--- config.mk ---
export PLATFORM = sky130hd
export DESIGN_NAME = param_count
export DESIGN_NICKNAME = d
export VERILOG_FILES = /design/src/rtl/count_pkg.sv /design/src/rtl/count_next.sv /design/src/rtl/param_count.sv
export SDC_FILE = /design/constraint.sdc
export NUM_CORES = 1
export LEC_CHECK = 0
export CORE_MARGIN = 5
export CORE_UTILIZATION = 50
export CTS_BUF_LIST = sky130_fd_sc_hd__clkbuf_8
export DETAILED_ROUTE_END_ITERATION = 16
export PLACE_DENSITY = 0.8
export SYNTH_ARGS = -nofsm -noshare
export SYNTH_HDL_FRONTEND = slang
export SYNTH_HIERARCHICAL = 1
export SYNTH_SLANG_ARGS = --single-unit
--- constraint.sdc ---
create_clock -name clk -period 3.4 [get_ports clk]
set_input_delay 0.68 -clock clk [delete_from_list [all_inputs] [get_ports clk]]
set_output_delay 0.68 -clock clk [all_outputs]
set_load 0.01 [all_outputs]
--- src/rtl/count_pkg.sv ---
// rtl/count_pkg.sv - shared mode and direction encodings for param_count
package count_pkg;

  localparam logic [1:0] MODE_WRAP    = 2'd0;
  localparam logic [1:0] MODE_RELOAD  = 2'd1;
  localparam logic [1:0] MODE_ONESHOT = 2'd2;
  localparam logic [1:0] MODE_RSVD    = 2'd3;

  localparam logic DIR_DOWN = 1'b0;
  localparam logic DIR_UP   = 1'b1;

endpackage

--- src/rtl/count_next.sv ---
// rtl/count_next.sv - combinational next-count, terminal hit and done-set
module count_next
  import count_pkg::*;
#(
  parameter int WIDTH = 8
) (
  input  logic [WIDTH-1:0] count,
  input  logic             dir,
  input  logic [1:0]       mode,
  input  logic [WIDTH-1:0] reload,
  output logic [WIDTH-1:0] next_count,
  output logic             tc_hit,
  output logic             done_set
);

  localparam logic [WIDTH-1:0] MAX  = {WIDTH{1'b1}};
  localparam logic [WIDTH-1:0] ZERO = '0;
  localparam logic [WIDTH-1:0] ONE  = WIDTH'(1);

  always_comb begin
    next_count = count;
    done_set   = 1'b0;
    tc_hit     = (dir == DIR_UP) ? (count == MAX) : (count == ZERO);
    if (!tc_hit) begin
      next_count = (dir == DIR_UP) ? count + ONE : count - ONE;
    end else begin
      case (mode)
        MODE_RELOAD:  next_count = reload;
        MODE_ONESHOT: done_set   = 1'b1;
        // reserved mode is treated as wrap
        default:      next_count = (dir == DIR_UP) ? ZERO : MAX;
      endcase
    end
  end

endmodule

--- src/rtl/param_count.sv ---
// rtl/param_count.sv - WIDTH-bit up/down counter with wrap/reload/one-shot terminal modes
module param_count
  import count_pkg::*;
#(
  parameter int WIDTH   = 8,
  parameter int RST_VAL = 0
) (
  input  logic             clk,
  input  logic             rst_n,
  input  logic             clr_i,
  input  logic             load_i,
  input  logic [WIDTH-1:0] load_val_i,
  input  logic             en_i,
  input  logic             dir_i,
  input  logic [1:0]       mode_i,
  output logic [WIDTH-1:0] count_o,
  output logic [WIDTH-1:0] reload_o,
  output logic             tc_o,
  output logic             done_o
);

  localparam logic [WIDTH-1:0] RST_W = WIDTH'(RST_VAL);

  logic [WIDTH-1:0] next_count;
  logic             tc_hit;
  logic             done_set;

  count_next #(.WIDTH(WIDTH)) u_next (
    .count      (count_o),
    .dir        (dir_i),
    .mode       (mode_i),
    .reload     (reload_o),
    .next_count (next_count),
    .tc_hit     (tc_hit),
    .done_set   (done_set)
  );

  // clear beats load beats step; a finished one-shot ignores en_i
  always_ff @(posedge clk or negedge rst_n) begin
    if (!rst_n) begin
      count_o  <= RST_W;
      reload_o <= RST_W;
      tc_o     <= 1'b0;
      done_o   <= 1'b0;
    end else if (clr_i) begin
      count_o <= '0;
      tc_o    <= 1'b0;
      done_o  <= 1'b0;
    end else if (load_i) begin
      count_o  <= load_val_i;
      reload_o <= load_val_i;
      tc_o     <= 1'b0;
      done_o   <= 1'b0;
    end else if (en_i && !done_o) begin
      count_o <= next_count;
      tc_o    <= tc_hit;
      done_o  <= done_set;
    end else begin
      tc_o <= 1'b0;
    end
  end

endmodule

==> summary.md <==
| Metric | Value |
|---|---|
| Status | `finished clean` |
| Share of cells above drive strength 1 | `16.9%` |
| Switching power | `0.000308 W` |
| Core area | `2780 um2` |
| Sequential area share after synthesis | `30.7%` |
| Critical Path End Type | `flip-flop` |
| Unrepaired setup endpoints after global routing | `false` |
| Fin crit share | `89.0%` |
| Vias in the first global route | `1,389` |
| Pins Over Slew Limit | `0` |
| Clk buf depth | `2` |
| Worst r2r src | `count_o[0]` |
| Die Span Y | `64.1 um` |
| Drt wl/cell | `18.3 um` |
| Leading area contributor after synthesis | `dfrtp_1` |
| # IOs | `34` |
| Top cell by count, worst path | `a21o_1` |
| First-pass DRT Iterations | `4` |
| Synth Instances | `144` |
| Post-CTS setup buffer count | `0` |
| Setup violations, final | `0` |
| H-tree depth | `1` |
| Clk root buf | `clkbuf_8` |
| Post-synth top cells | `dfrtp_1 (18), nor2_1 (10), mux2i_1 (9)` |
| Rel. slew slack | `44.8%` |
| CP Max Fanout | `7` |
| # fillers | `231` |
| Net switching fraction of the power | `35.5%` |
| Cell Int Power | `0.000559 W` |
| Crit path time final | `3.03 ns` |
| CTS tree | `built` |
| Clock Latency Late Sink | `0.26 ns` |
| Die Area | `4110 um2` |
| Clk sinks | `18` |
| Synth Flop Type | `dfrtp_1` |
| CTS Buf Count | `3` |
| Max-Cap Viols | `0` |
| Post-synthesis instance area | `1470 um2` |
| Most numerous cell in the Yosys netlist | `dfrtp_1` |
| Die Wd | `64.1 um` |
| CP Buf/Inv Count | `2` |
| GRT overflow | `0` |
| Setup TNS | `0 ns` |
| Largest net degree at the start of global routing | `19` |
| Via Count | `1,310` |
| Largest stage delay, worst path | `0.48 ns` |
| FF-to-FF setup slack | `0.90 ns` |
| Final GP Congestion | `0.786` |
| Worst Max-Slew Pin Slew | `0.825 ns` |
| Post-synthesis cell type count | `40` |
| Crit path cell chain | `clkdlybuf4s50_1 -> inv_1 -> ha_1 -> a21o_1 -> a21o_1 -> a221oi_1 -> a21oi_1 -> o211a_1 -> mux2i_1 -> nor2_1 -> mux2_4` |
| Comb power frac | `45.6%` |
| Fin cells | `209` |
| Critical path class | `in2reg` |
| Fraction of registers with async set/reset | `100%` |
| # rows | `19` |
| Final hold violation count | `0` |
| Final nets | `204` |
| Syn avg cell area | `10.2 um2` |
| Final Util | `67.6%` |
| CP startpoint kind | `primary input` |
| Detail Placement HPWL | `2820 um` |
| First-pass GRT wire length | `6460 um` |
| Clock Skews | `0.00292 ns` |
| Cts repair resizes | `0` |
| Vias per cell | `6.27` |
| Diode count | `0` |
| # hold bufs at CTS | `0` |
| Overall routing resource usage | `19.1%` |
| DRC viols | `0` |
| Max Freq | `331 MHz` |
| #FFs+latches synth | `18` |
| Critical path startpoint | `dir_i` |
| Overall power | `0.000868 W` |
| CP top delay family | `compound AO/OA/AOI/OAI gates` |
| Worst hold-check path type | `reg2reg` |
| Power Dens Cells | `462 nW/um2` |
| Synth warnings | `6` |
| Initial antenna violation count | `0` |
| Port Buffers | `33` |
| Area contributors post-synth | `dfrtp_1 (31%), mux2_4 (8.2%), ha_1 (6.8%), mux2i_1 (6.1%), mux2_2 (6.1%)` |
| Min-delay src | `reload_o[5]` |
| Min Hold Slack | `0.555 ns` |
| Drt initial violations | `60` |
| Syn Nets | `169` |
| Cell Count Post-Placement | `205` |
| Critical path required time | `3.55 ns` |
| Total leakage power | `0.860 nW` |
| CP arrival | `3.17 ns` |
| Starting density of the core | `52.7%` |
| VDD IR-drop max | `0.000396 V` |
| EDFF count, synth | `0` |
| Layout overhead on the synthesized area | `28.3%` |
| ANT nets after route | `0` |
| Clock transition at path regs | `0.07 ns` |
| Slowest-stage cell, CP | `clkdlybuf4s50_1` |
| Reg power frac | `33.8%` |
| Final wirelength | `3830 um` |
| Top cell type's share of synthesized area | `30.7%` |
| Clk pwr share | `20.6%` |
[metrics by stage]
| stage | area (um2) | setup slack (ns) |
|---|---|---|
| 5_1_grt | 1880 | 0.259 |
| 2_1_floorplan | 1470 | 0.700 |
| 3_5_place_dp | 1820 | 0.116 |
| 6_report | 1880 | 0.375 |
| 4_1_cts | 1880 | 0.396 |
| 3_3_place_gp | 1820 | 0.232 |
[state kept, by name, indices dropped and copies added, names as in the netlist]
name,flops
count_o,8
tc_o,1
reload_o,8
done_o,1
[placed cells by master (no fill, tap or decap), types with 5 or more instances in the layout]
master / n
a21o_1: 5
nand3_1: 8
inv_1: 6
dfrtp_1: 18
nand2_1: 6
mux2_4: 8
mux2i_1: 9
o21ai_0: 7
nor3_1: 7
clkdlybuf4s50_1: 33
mux2_2: 8
nor2_1: 10
a221o_1: 8
ha_1: 8
[power by group through the flow]
stage               clock [W]  sequential [W]  combinational (W)
floorplan                   0        0.000298           0.000239
global placement            0        0.000294           0.000378
detailed placement          0        0.000296           0.000391
CTS                  0.000185        0.000292           0.000394
global route         0.000201        0.000299           0.000431
finish               0.000179        0.000294           0.000396
[worst paths after layout]
check | endpoint | depth (start not counted)
min | reload_o[5] | 1
min in group asynchronous | reload_o[0] | 1
max | count_o[7] | 11
min reg2reg | reload_o[5] | 1
max reg2reg | count_o[6] | 9
max in group asynchronous | count_o[3] | 1
[kinds of logic after synthesis]
logic type      after synthesis  synth area share, %
compound gates               35                 19.6
flops                        18                 30.7
buf+inv                      14                 4.53
mux                          25                 20.5
simple gates                 39                 14.0
fa+ha+maj                     9                 8.20
xor+xnor                      4                 2.39
[layout make-up]
type | count | area (um2) | share of cell area, %
Clock buffer | 4 | 55.1 | 2.93
Tap cell | 31 | 38.8 | 2.06
Multi-Input combinational cell | 112 | 948 | 50.5
Inverter | 7 | 26.3 | 1.40
Sequential cell | 18 | 450 | 24.0
Timing Repair Buffer | 37 | 360 | 19.2
[metal layers]
layer	GRT usage (%)	vias to the layer above	wire length [um]	part of all wire, %
met5	0	-	0	0
met4	5.34	0	46	1.2
met3	3.50	4	250	6.5
met2	34.3	60	1890	49
met1	23.2	635	1640	43
li1	-	611	-	-
[worst register-to-register path: stages, from the launching register on]
cell	delay, ns
dfrtp_1	0.50
fa_1	0.51
a21o_1	0.18
a21o_1	0.20
and3_2	0.20
nor3_1	0.25
o21ai_1	0.10
mux2i_1	0.14
nor2_1	0.06
mux2_4	0.25
Power figures use the tool's default switching activity.
